File: src/rtl/axi4_lite_master_bridge_pkg.sv
// Shared state encoding and AXI response codes for the core-to-AXI4-Lite bridge.
// Pure declarations; no latency or backpressure of its own.
package bridge_pkg;

  typedef enum logic [2:0] {
    IDLE    = 3'd0,
    RD_ADDR = 3'd1,
    RD_DATA = 3'd2,
    WR      = 3'd3,
    WR_RESP = 3'd4,
    RESP    = 3'd5
  } state_t;

  localparam logic RESP_OKAY = 1'b0;
  localparam logic RESP_ERR  = 1'b1;

endpackage

File: src/rtl/axi4_lite_master_bridge_if.sv
// AXI4-Lite bus between the bridge (master) and peripheral slaves; 1-bit resp, no prot.
// Wires only: handshakes are plain valid/ready, no added latency.
interface axi4_lite_master_bridge_if;

  logic [31:0] m_axi_araddr_o;
  logic        m_axi_arvalid_o;
  logic        m_axi_arready_i;
  logic [31:0] m_axi_rdata_i;
  logic        m_axi_rresp_i;
  logic        m_axi_rvalid_i;
  logic        m_axi_rready_o;
  logic [31:0] m_axi_awaddr_o;
  logic        m_axi_awvalid_o;
  logic        m_axi_awready_i;
  logic [31:0] m_axi_wdata_o;
  logic [3:0]  m_axi_wstrb_o;
  logic        m_axi_wvalid_o;
  logic        m_axi_wready_i;
  logic        m_axi_bresp_i;
  logic        m_axi_bvalid_i;
  logic        m_axi_bready_o;

  modport master (
    output m_axi_araddr_o, m_axi_arvalid_o, m_axi_rready_o,
    output m_axi_awaddr_o, m_axi_awvalid_o, m_axi_wdata_o, m_axi_wstrb_o, m_axi_wvalid_o,
    output m_axi_bready_o,
    input  m_axi_arready_i, m_axi_rdata_i, m_axi_rresp_i, m_axi_rvalid_i,
    input  m_axi_awready_i, m_axi_wready_i, m_axi_bresp_i, m_axi_bvalid_i
  );

  modport slave (
    input  m_axi_araddr_o, m_axi_arvalid_o, m_axi_rready_o,
    input  m_axi_awaddr_o, m_axi_awvalid_o, m_axi_wdata_o, m_axi_wstrb_o, m_axi_wvalid_o,
    input  m_axi_bready_o,
    output m_axi_arready_i, m_axi_rdata_i, m_axi_rresp_i, m_axi_rvalid_i,
    output m_axi_awready_i, m_axi_wready_i, m_axi_bresp_i, m_axi_bvalid_i
  );

endinterface

File: src/rtl/axi4_lite_master_bridge.sv
// Single-outstanding core load/store to AXI4-Lite master; zero-wait completion pulse 2 edges after accept.
// req_ready_o only in IDLE; slave stalls bounded by TIMEOUT_CYCLES (0 = wait forever), then error completion.
module axi4_lite_master_bridge
  import bridge_pkg::*;
#(
  parameter int unsigned TIMEOUT_CYCLES = 255
) (
  input  logic                              clk_i,
  input  logic                              rst_i,
  input  logic                              req_valid_i,
  output logic                              req_ready_o,
  input  logic [31:0]                       req_addr_i,
  input  logic [31:0]                       req_wdata_i,
  input  logic [3:0]                        req_wstrb_i,
  input  logic [3:0]                        req_size_i,
  output logic                              resp_valid_o,
  output logic [31:0]                       resp_rdata_o,
  output logic                              resp_err_o,
  axi4_lite_master_bridge_if.master         m_axi,
  output logic [3:0]                        read_size_o
);

  localparam int unsigned CW = $clog2(TIMEOUT_CYCLES + 2);
  localparam logic [CW-1:0] TO_CNT = CW'(TIMEOUT_CYCLES);

  state_t          r_state;
  logic [31:0]     r_addr;
  logic [31:0]     r_wdata;
  logic [3:0]      r_wstrb;
  logic [3:0]      r_size;
  logic [31:0]     r_rdata;
  logic            r_err;
  logic            r_aw_done;
  logic            r_w_done;
  logic [CW-1:0]   r_cnt;
  logic            r_req_ready;
  logic            r_resp_valid;
  logic            r_arvalid;
  logic            r_rready;
  logic            r_awvalid;
  logic            r_wvalid;
  logic            r_bready;

  logic [CW-1:0]   w_cnt_inc;
  logic            w_timeout;
  logic            w_aw_done;
  logic            w_w_done;

  // Timeout fires on the edge that completes the TIMEOUT_CYCLES-th wait cycle.
  assign w_cnt_inc = r_cnt + CW'(1);
  assign w_timeout = (TIMEOUT_CYCLES != 0) && (w_cnt_inc == TO_CNT);
  assign w_aw_done = r_aw_done | (r_awvalid & m_axi.m_axi_awready_i);
  assign w_w_done  = r_w_done  | (r_wvalid  & m_axi.m_axi_wready_i);

  always_ff @(posedge clk_i) begin
    if (rst_i) begin
      r_state      <= IDLE;
      r_addr       <= '0;
      r_wdata      <= '0;
      r_wstrb      <= '0;
      r_size       <= '0;
      r_rdata      <= '0;
      r_err        <= RESP_OKAY;
      r_aw_done    <= 1'b0;
      r_w_done     <= 1'b0;
      r_cnt        <= '0;
      r_req_ready  <= 1'b1;
      r_resp_valid <= 1'b0;
      r_arvalid    <= 1'b0;
      r_rready     <= 1'b0;
      r_awvalid    <= 1'b0;
      r_wvalid     <= 1'b0;
      r_bready     <= 1'b0;
    end else begin
      case (r_state)
        IDLE: begin
          if (req_valid_i) begin
            r_addr      <= req_addr_i;
            r_wdata     <= req_wdata_i;
            r_wstrb     <= req_wstrb_i;
            r_size      <= req_size_i;
            r_cnt       <= '0;
            r_aw_done   <= 1'b0;
            r_w_done    <= 1'b0;
            r_req_ready <= 1'b0;
            if (req_wstrb_i == 4'h0) begin
              r_state   <= RD_ADDR;
              r_arvalid <= 1'b1;
            end else begin
              r_state   <= WR;
              r_awvalid <= 1'b1;
              r_wvalid  <= 1'b1;
            end
          end
        end
        RD_ADDR: begin
          r_cnt <= w_cnt_inc;
          if (m_axi.m_axi_arready_i) begin
            r_state   <= RD_DATA;
            r_arvalid <= 1'b0;
            r_rready  <= 1'b1;
          end else if (w_timeout) begin
            r_state      <= RESP;
            r_arvalid    <= 1'b0;
            r_resp_valid <= 1'b1;
            r_err        <= RESP_ERR;
            r_rdata      <= '0;
          end
        end
        RD_DATA: begin
          r_cnt <= w_cnt_inc;
          if (m_axi.m_axi_rvalid_i) begin
            r_state      <= RESP;
            r_rready     <= 1'b0;
            r_resp_valid <= 1'b1;
            r_err        <= m_axi.m_axi_rresp_i;
            r_rdata      <= m_axi.m_axi_rdata_i;
          end else if (w_timeout) begin
            r_state      <= RESP;
            r_rready     <= 1'b0;
            r_resp_valid <= 1'b1;
            r_err        <= RESP_ERR;
            r_rdata      <= '0;
          end
        end
        WR: begin
          r_cnt <= w_cnt_inc;
          if (w_aw_done && w_w_done) begin
            r_state   <= WR_RESP;
            r_awvalid <= 1'b0;
            r_wvalid  <= 1'b0;
            r_bready  <= 1'b1;
          end else if (w_timeout) begin
            r_state      <= RESP;
            r_awvalid    <= 1'b0;
            r_wvalid     <= 1'b0;
            r_resp_valid <= 1'b1;
            r_err        <= RESP_ERR;
            r_rdata      <= '0;
          end else begin
            r_aw_done <= w_aw_done;
            r_w_done  <= w_w_done;
            r_awvalid <= ~w_aw_done;
            r_wvalid  <= ~w_w_done;
          end
        end
        WR_RESP: begin
          r_cnt <= w_cnt_inc;
          if (m_axi.m_axi_bvalid_i) begin
            r_state      <= RESP;
            r_bready     <= 1'b0;
            r_resp_valid <= 1'b1;
            r_err        <= m_axi.m_axi_bresp_i;
            r_rdata      <= '0;
          end else if (w_timeout) begin
            r_state      <= RESP;
            r_bready     <= 1'b0;
            r_resp_valid <= 1'b1;
            r_err        <= RESP_ERR;
            r_rdata      <= '0;
          end
        end
        RESP: begin
          r_state      <= IDLE;
          r_resp_valid <= 1'b0;
          r_err        <= RESP_OKAY;
          r_rdata      <= '0;
          r_req_ready  <= 1'b1;
        end
        default: begin
          r_state     <= IDLE;
          r_req_ready <= 1'b1;
        end
      endcase
    end
  end

  assign req_ready_o            = r_req_ready;
  assign resp_valid_o           = r_resp_valid;
  assign resp_rdata_o           = r_rdata;
  assign resp_err_o             = r_err;
  assign read_size_o            = r_size;
  assign m_axi.m_axi_araddr_o   = r_addr;
  assign m_axi.m_axi_arvalid_o  = r_arvalid;
  assign m_axi.m_axi_rready_o   = r_rready;
  assign m_axi.m_axi_awaddr_o   = r_addr;
  assign m_axi.m_axi_awvalid_o  = r_awvalid;
  assign m_axi.m_axi_wdata_o    = r_wdata;
  assign m_axi.m_axi_wstrb_o    = r_wstrb;
  assign m_axi.m_axi_wvalid_o   = r_wvalid;
  assign m_axi.m_axi_bready_o   = r_bready;

endmodule

File: src/flat_wrapper.sv
// flat-port wrapper written by rule: the top's interface ports become plain ports
module axi4_lite_master_bridge_flat import bridge_pkg::*;
#(
  parameter int unsigned TIMEOUT_CYCLES = 255
)
  (clk_i, rst_i, req_valid_i, req_ready_o, req_addr_i, req_wdata_i, req_wstrb_i, req_size_i, resp_valid_o, resp_rdata_o, resp_err_o, read_size_o, m_axi_m_axi_araddr_o, m_axi_m_axi_arvalid_o, m_axi_m_axi_rready_o, m_axi_m_axi_awaddr_o, m_axi_m_axi_awvalid_o, m_axi_m_axi_wdata_o, m_axi_m_axi_wstrb_o, m_axi_m_axi_wvalid_o, m_axi_m_axi_bready_o, m_axi_m_axi_arready_i, m_axi_m_axi_rdata_i, m_axi_m_axi_rresp_i, m_axi_m_axi_rvalid_i, m_axi_m_axi_awready_i, m_axi_m_axi_wready_i, m_axi_m_axi_bresp_i, m_axi_m_axi_bvalid_i);
  axi4_lite_master_bridge_if m_axi_i ();
  input  logic clk_i;
  input  logic rst_i;
  input  logic req_valid_i;
  output logic req_ready_o;
  input  logic [31:0] req_addr_i;
  input  logic [31:0] req_wdata_i;
  input  logic [3:0] req_wstrb_i;
  input  logic [3:0] req_size_i;
  output logic resp_valid_o;
  output logic [31:0] resp_rdata_o;
  output logic resp_err_o;
  output logic [3:0] read_size_o;
  output wire logic [$bits(m_axi_i.m_axi_araddr_o)-1:0] m_axi_m_axi_araddr_o;
  output wire logic [$bits(m_axi_i.m_axi_arvalid_o)-1:0] m_axi_m_axi_arvalid_o;
  output wire logic [$bits(m_axi_i.m_axi_rready_o)-1:0] m_axi_m_axi_rready_o;
  output wire logic [$bits(m_axi_i.m_axi_awaddr_o)-1:0] m_axi_m_axi_awaddr_o;
  output wire logic [$bits(m_axi_i.m_axi_awvalid_o)-1:0] m_axi_m_axi_awvalid_o;
  output wire logic [$bits(m_axi_i.m_axi_wdata_o)-1:0] m_axi_m_axi_wdata_o;
  output wire logic [$bits(m_axi_i.m_axi_wstrb_o)-1:0] m_axi_m_axi_wstrb_o;
  output wire logic [$bits(m_axi_i.m_axi_wvalid_o)-1:0] m_axi_m_axi_wvalid_o;
  output wire logic [$bits(m_axi_i.m_axi_bready_o)-1:0] m_axi_m_axi_bready_o;
  input wire logic [$bits(m_axi_i.m_axi_arready_i)-1:0] m_axi_m_axi_arready_i;
  input wire logic [$bits(m_axi_i.m_axi_rdata_i)-1:0] m_axi_m_axi_rdata_i;
  input wire logic [$bits(m_axi_i.m_axi_rresp_i)-1:0] m_axi_m_axi_rresp_i;
  input wire logic [$bits(m_axi_i.m_axi_rvalid_i)-1:0] m_axi_m_axi_rvalid_i;
  input wire logic [$bits(m_axi_i.m_axi_awready_i)-1:0] m_axi_m_axi_awready_i;
  input wire logic [$bits(m_axi_i.m_axi_wready_i)-1:0] m_axi_m_axi_wready_i;
  input wire logic [$bits(m_axi_i.m_axi_bresp_i)-1:0] m_axi_m_axi_bresp_i;
  input wire logic [$bits(m_axi_i.m_axi_bvalid_i)-1:0] m_axi_m_axi_bvalid_i;
  assign m_axi_m_axi_araddr_o = m_axi_i.m_axi_araddr_o;
  assign m_axi_m_axi_arvalid_o = m_axi_i.m_axi_arvalid_o;
  assign m_axi_m_axi_rready_o = m_axi_i.m_axi_rready_o;
  assign m_axi_m_axi_awaddr_o = m_axi_i.m_axi_awaddr_o;
  assign m_axi_m_axi_awvalid_o = m_axi_i.m_axi_awvalid_o;
  assign m_axi_m_axi_wdata_o = m_axi_i.m_axi_wdata_o;
  assign m_axi_m_axi_wstrb_o = m_axi_i.m_axi_wstrb_o;
  assign m_axi_m_axi_wvalid_o = m_axi_i.m_axi_wvalid_o;
  assign m_axi_m_axi_bready_o = m_axi_i.m_axi_bready_o;
  assign m_axi_i.m_axi_arready_i = m_axi_m_axi_arready_i;
  assign m_axi_i.m_axi_rdata_i = m_axi_m_axi_rdata_i;
  assign m_axi_i.m_axi_rresp_i = m_axi_m_axi_rresp_i;
  assign m_axi_i.m_axi_rvalid_i = m_axi_m_axi_rvalid_i;
  assign m_axi_i.m_axi_awready_i = m_axi_m_axi_awready_i;
  assign m_axi_i.m_axi_wready_i = m_axi_m_axi_wready_i;
  assign m_axi_i.m_axi_bresp_i = m_axi_m_axi_bresp_i;
  assign m_axi_i.m_axi_bvalid_i = m_axi_m_axi_bvalid_i;
  axi4_lite_master_bridge #(.TIMEOUT_CYCLES(TIMEOUT_CYCLES)) u_core (.clk_i(clk_i), .rst_i(rst_i), .req_valid_i(req_valid_i), .req_ready_o(req_ready_o), .req_addr_i(req_addr_i), .req_wdata_i(req_wdata_i), .req_wstrb_i(req_wstrb_i), .req_size_i(req_size_i), .resp_valid_o(resp_valid_o), .resp_rdata_o(resp_rdata_o), .resp_err_o(resp_err_o), .m_axi(m_axi_i), .read_size_o(read_size_o));
endmodule
File: config.mk
export PLATFORM = sky130hd
export DESIGN_NAME = axi4_lite_master_bridge_flat
export DESIGN_NICKNAME = d
export VERILOG_FILES = /design/src/rtl/axi4_lite_master_bridge_pkg.sv /design/src/rtl/axi4_lite_master_bridge_if.sv /design/src/rtl/axi4_lite_master_bridge.sv /design/src/flat_wrapper.sv
export SDC_FILE = /design/constraint.sdc
export NUM_CORES = 1
export LEC_CHECK = 0
export CAP_MARGIN = 40
export CORE_MARGIN = 3
export CORE_UTILIZATION = 36
export DETAILED_ROUTE_END_ITERATION = 10
export PLACE_DENSITY_LB_ADDON = 0.3
export SLEW_MARGIN = 0
export SYNTH_ARGS = -nofsm -noshare
export SYNTH_HDL_FRONTEND = slang
export SYNTH_SLANG_ARGS = --single-unit
File: constraint.sdc
create_clock -name clk_i -period 1.77 [get_ports clk_i]
set_input_delay 0.354 -clock clk_i [delete_from_list [all_inputs] [get_ports clk_i]]
set_output_delay 0.354 -clock clk_i [all_outputs]
set_load 0.02 [all_outputs]
# Yosys cells after proc, flatten, opt, wreduce, memory -nomap -nowiden
# Index checks and enable logic that the tools add are counted.
[word_totals] regBits=126 latch_bits=0 mem_bits_rw=0 romBits=0 inputBits=114 output_inout_bits=144 word_cells=116 memories=0
[op_classes] addsub=1 multipliers=0 div_mod_pow=0 n_lt_le_gt_ge=0 eq_ne=17 shift=0 n_mux=55 n_bitwise=7 reduce_logical=19
[op_table] operator="32-bit 2-to-1 mux" count=5
[op_table] operator="32-bit one-hot mux with 5 select lines" count=1
[op_table] operator="1-bit 2-to-1 mux" count=29
[op_table] operator="3-bit 2-to-1 mux" count=6
[op_table] operator="9-bit one-hot mux with 2 select lines" count=1
[op_table] operator="1-bit one-hot mux with 2 select lines" count=8
[op_table] operator="3-bit one-hot mux with 5 select lines" count=1
[op_table] operator="2-bit inequality test, second input constant" count=6
[op_table] operator="3-bit AND reduction" count=4
[op_table] operator="1-bit one-hot mux with 5 select lines" count=2
[op_table] operator="2-bit nonzero test" count=5
[op_table] operator="9-bit by 1-bit adder with 9-bit output, second input constant" count=1
[op_table] operator="9-bit by 8-bit equality test with 1-bit output, second input constant" count=1
[op_table] operator="9-bit 2-to-1 mux" count=1
[op_table] operator="3-bit by 2-bit inequality test with 1-bit output, second input constant" count=3
[op_table] operator="4-bit AND reduction" count=2
[op_table] operator="3-bit by 2-bit equality test with 1-bit output, second input constant" count=2
[op_table] operator="3-bit equality test, second input constant" count=2
[op_table] operator="2-bit AND reduction" count=3
[op_table] operator="5-bit nonzero test" count=1
[op_table] operator="4-bit zero test" count=1
[op_table] operator="2-bit by 1-bit inequality test with 1-bit output, second input constant" count=2
[op_table] operator="4-bit OR reduction" count=1
[op_table] operator="3-bit by 1-bit equality test with 1-bit output, second input constant" count=1
[op_table] operator="6 further kinds" count=10

# Depth between registers and ports, before layout
[depth] ltp_word=6 ltp_mapped=8 ltp_nobuf=7

# Least setup slack after synthesis
# No wires, ideal clock.
[synth_timing] path_type="flip-flop to flip-flop" start="reg u_core.r_cnt[0]" end="reg u_core.r_rdata[0] (netlist: u_core.resp_rdata_o[0])" setup_time_ns=0.117 t_arrival_ns=1.705 t_required_ns=1.653 path_slack_ns=-0.051 stages_incl_launch_ff=8 n_path_buf=1 cell_sequence="dfxtp_1 > ha_1 > and3_2 > and3_1 > o31ai_2 > a21oi_2 > buf_6 > a22o_1"
[synth_between] elab_chain_cells=5 elab_cells_between_ends=8
[synth_lines] item="from (decl)" line_no="axi4_lite_master_bridge.sv:35" text="logic [CW-1:0] r_cnt;"
[synth_lines] item="from (signal assigned)" line_no="axi4_lite_master_bridge.sv:97" text="r_cnt <= w_cnt_inc;"
[synth_lines] item="from (signal assigned)" line_no="axi4_lite_master_bridge.sv:111" text="r_cnt <= w_cnt_inc;"
[synth_lines] item="from (signal assigned)" line_no="axi4_lite_master_bridge.sv:127" text="r_cnt <= w_cnt_inc;"
[synth_lines] item="9-bit by 1-bit adder with 9-bit output (*)" line_no="axi4_lite_master_bridge.sv:50" text="assign w_cnt_inc = r_cnt + CW'(1);"
[synth_lines] item="9-bit by 8-bit equality test with 1-bit output (*)" line_no="axi4_lite_master_bridge.sv:51" text="assign w_timeout = (TIMEOUT_CYCLES != 0) && (w_cnt_inc == TO_CNT);"
[synth_lines] item="32-bit 2-to-1 mux (*)"
[synth_lines] item="32-bit 2-to-1 mux (on tied branches)"
[synth_lines] item="32-bit one-hot mux with 5 select lines (*)"
[synth_lines] item="to (signal assigned)" line_no="axi4_lite_master_bridge.sv:117" text="r_rdata <= m_axi.m_axi_rdata_i;"
[synth_lines] item="to (decl)" line_no="axi4_lite_master_bridge.sv:31" text="logic [31:0] r_rdata;"
# Mark *: on every way between the ends. The rest lies on a longest branch, timed or not. The select of a mux whose other input is x is not followed.
# A chain may end at the register's enable or synchronous reset.

# Worst setup path in the final report
[layout_timing] start="reg u_core.r_state[0]" end="reg u_core.r_rdata[14] (netlist: u_core.resp_rdata_o[14])"
[layout_between] elab_chain_cells=3 elab_cells_between_ends=10
[layout_lines] item="from (decl)" line_no="axi4_lite_master_bridge.sv:26" text="state_t r_state;"
[layout_lines] item="from (signal assigned)" line_no="axi4_lite_master_bridge.sv:57" text="r_state <= IDLE;"
[layout_lines] item="from (signal assigned)" line_no="axi4_lite_master_bridge.sv:87" text="r_state <= RD_ADDR;"
[layout_lines] item="from (signal assigned)" line_no="axi4_lite_master_bridge.sv:90" text="r_state <= WR;"
[layout_lines] item="3-bit equality test (tied with other cells)" line_no="axi4_lite_master_bridge.sv:75" text="case (r_state)"
[layout_lines] item="5-bit nonzero test (no source line) or 2-bit inequality test (tied branches)"
[layout_lines] item="3-bit AND reduction (no source line)"
# Several ways; a longest one is shown, not always the timed one.

==> summary.md <==
| Metric | Value |
|---|---|
| DRC viols | `0` |
| Antenna Nets Post-Route | `0` |
| CTS tree | `built` |
| Pwr dens | `1070 nW/um^2` |
| Crit path launch type | `register` |
| Fin. max-slew vios | `0` |
| RSZ-0062 raised after global routing | `true` |
| Setup CP Type | `reg2reg` |
| Post-synthesis register bit count | `roughly 130` |
| # rows | `between 40 and 50` |
| Nets | `roughly 950` |
| Worst stage delay on the critical path | `380 ps` |
| DRT Wirelength | `~17000 um` |
| Crit path DAT | `around 2200 ps` |
| Max_cap viols | `0` |
| Starting Density | `0.372` |
| Initial antenna violation count | `1` |
| Worst slew pin tran | `488 ps` |
| Req. time, crit path | `roughly 2100 ps` |
| Post-synthesis cell count | `between 500 and 600` |
| Post-Syn Area | `~5000 sq um` |
| Post-synth EDFFs | `0` |
| Peak VDD IR | `between 500 and 600 uV` |
| Number of global-route vias before repair | `4898` |
| F_max | `approximately 540 MHz` |
| DR vias | `5079` |
| CTS Buf Count | `17` |
| CP Cell Sequence | `and4bb_2 > buf_4 > a31oi_4 > o31ai_4 > a21oi_4 > buf_12 > a22o_1` |
| Total gr overflow | `0` |
| Clock Path Buffers | `2` |
| TritonCTS Sinks | `between 100 and 150` |
| Crit path buf inv count | `2` |
| DPL Wire Length | `11600 um` |
| Setup Skew | `slightly below 7 ps` |
| Gr usage total | `0.203` |
| Status | `finished with violations` |
| Die width | `124 um` |
| # H-tree levels | `4` |
| Fillers | `roughly 1100` |
| CP endpoint kind | `register` |
| Most frequent cells in the layout | `clkdlybuf4s50_1 (189), nand2_1 (152), dfxtp_1 (123), a21oi_1 (88), dlymetal6s2s_1 (50)` |
| Crit-path leading delay family | `compound AO/OA/AOI/OAI gates` |
| Placed cells | `a little under 1000` |
| Unique cell type count in the Yosys netlist | `55` |
| Layout cells sized above 1 | `0.143` |
| Vias per cell | `about 5.0` |
| Finish-stage setup viols | `42` |
| Largest net degree at the start of global routing | `98` |
| First-pass GRT wire length | `between 20000 and 25000 um` |
| Die Ht | `around 120 um` |
| Syn Area/Cell | `roughly 8.6 sq um` |
| Crit-path slowest cell | `dfxtp_2` |
| Max FO, Critical Path | `8` |
| Pre-antenna DRT Iters | `4` |
| Ys Warns | `0` |
| Final worst-path cycle share | `1.05` |
| DR WL/cell | `16.3 um` |
| Synth Flop Type | `dfxtp_1` |
| Worst setup margin | `-87.7 ps` |
| Synthesis-to-layout area growth | `75.8%` |
| Drt initial violations | `~280` |
| Syn_nets | `698` |
| Latest clock arrival within the worst-skew pair | `~410 ps` |
| Power, Total | `around 9.4 mW` |
| Worst hold path class | `in2reg` |
| Asr flop ratio synth | `0` |
| Worst hold slack | `just under 400 ps` |
| GP Congestion | `0.839` |
| Final Hold Viols | `0` |
| Seq/Total Area, Yosys | `0.506` |
| Post-Layout Cell Count | `1024` |
| Die Area | `between 15000 and 20000 sq um` |
| Clock slew at reported path FFs | `~50 ps` |
| Buffers on Ports | `257` |
| Relative slew slack | `0.673` |
| Io pins | `258` |
| Core box area | `around 13000 sq um` |
| Failing checks | `negative setup slack` |
| Most common cell after layout, fill and taps aside | `clkdlybuf4s50_1` |
| Fin crit period | `1860 ps` |
| CTS root buffer | `clkbuf_16` |
| Leak | `between 4 and 5 nW` |
-- worst min-delay path, stage by stage --
cell     delay [ps]
buf_4           110
nor2b_2         100
a22o_1          190
-- cells in the mapped netlist (2+ instances only) --
master / number / area (sq um)
or3b_2: 2 / 17.5
nor3_1: 6 / 30.0
nand2b_1: 2 / 12.5
nor3b_1: 2 / 15.0
a22o_1: 32 / 280
or3_1: 5 / 31.3
nor2_1: 19 / 71.3
o22ai_1: 2 / 12.5
o21bai_1: 3 / 22.5
buf_6: 3 / 33.8
and3_2: 2 / 15.0
o21a_1: 2 / 15.0
buf_1: 4 / 15.0
clkbuf_2: 2 / 10.0
and2_1: 3 / 18.8
a32oi_1: 3 / 26.3
nor2_2: 2 / 12.5
o21ai_0: 9 / 45.0
buf_2: 14 / 70.1
a31oi_1: 3 / 18.8
ha_1: 2 / 25.0
and3b_1: 2 / 17.5
a2111oi_2: 2 / 30.0
buf_4: 32 / 240
clkbuf_1: 18 / 67.6
nand3_1: 6 / 30.0
or4_1: 2 / 15.0
nand2_1: 152 / 571
nor2b_1: 2 / 12.5
inv_1: 4 / 15.0
dfxtp_1: 126 / 2520
a21oi_1: 91 / 455
-- power breakdown --
part / switching [mW] / internal, mW / leakage, nW
logic: 1.38 / 1.28 / 2.82
registers: 0.186 / 3.13 / 1.03
clock network: 1.16 / 2.28 / 0.295
-- layer usage --
| layer | vias up | wire, um | global-route usage |
|---|---|---|---|
| met4 | 0 | 520 | 0.0997 |
| met1 | 2385 | 6260 | 0.219 |
| li1 | 2471 | - | - |
| met3 | 36 | 1060 | 0.0500 |
| met5 | - | 0 | 0 |
| met2 | 187 | 8890 | 0.370 |
-- timing repair --
item,in CTS,in global routing
hold buffers,0,0
endpoints found under the setup margin,66,166
setup buffers,3,2
cloned,3,1
resized for setup,45,60
pin swaps,41,4
-- registers in the layout, summed over array words and instances, names as in the netlist --
signal and flops:
u_core.m_axi.m_axi_bready_o 1, u_core.m_axi.m_axi_araddr_o 32, u_core.m_axi.m_axi_arvalid_o 1, u_core.m_axi.m_axi_awvalid_o 1
u_core.read_size_o 4, u_core.m_axi.m_axi_rready_o 1, u_core.req_ready_o 1, u_core.r_aw_done 1
u_core.r_state 3, u_core.resp_valid_o 1, u_core.resp_err_o 1, u_core.r_w_done 1
u_core.r_cnt 9, u_core.resp_rdata_o 32, u_core.m_axi.m_axi_wstrb_o 4, u_core.m_axi.m_axi_wdata_o 32
u_core.m_axi.m_axi_wvalid_o 1
-- through the flow --
step	area, sq um	setup WS (ps)	util	setup TNS, ps
4_1_cts	8560	-99.2	0.639	-2690
5_1_grt	8770	-187	0.655	-6540
2_1_floorplan	5020	25.2	-	0
6_report	8770	-87.7	0.655	-2680
3_5_place_dp	7770	-465	0.580	-18630
3_3_place_gp	7750	-488	0.579	-18680
-- layout make-up --
type | count | area, sq um | area share
well taps | 176 | 220 | 0.0251
clock inverters | 5 | 78.8 | 0.00899
repair buffers | 308 | 3200 | 0.365
multi-input cells | 379 | 2200 | 0.251
flip-flops and latches | 126 | 2530 | 0.289
diodes | 1 | 2.50 | 0.000285
inverters | 4 | 17.5 | 0.00200
clock buffers | 25 | 515 | 0.0588
-- logic make-up after synthesis --
group / after synthesis / share of synthesized area
DFF: 126 / 0.506
adders and majority gates: 2 / 0.00501
AOI/OAI and AO/OA: 159 / 0.205
and+or+nand+nor: 215 / 0.189
xor gates and xnor gates: 2 / 0.00351
muxes: 1 / 0.00226
buffers and inverters: 77 / 0.0905
-- worst paths after layout --
check | from | to | slack, ps | cells past startpoint
setup / recovery | u_core.r_state[0] | u_core.resp_rdata_o[14] | -90 | 7
hold / removal | rst_i | u_core.resp_rdata_o[24] | 390 | 3
hold reg to reg | u_core.m_axi.m_axi_wdata_o[6] | u_core.m_axi.m_axi_wdata_o[6] | 450 | 2
setup reg to reg | u_core.r_state[0] | u_core.resp_rdata_o[14] | -90 | 7
No activity file was read; power rests on OpenSTA's default activity.
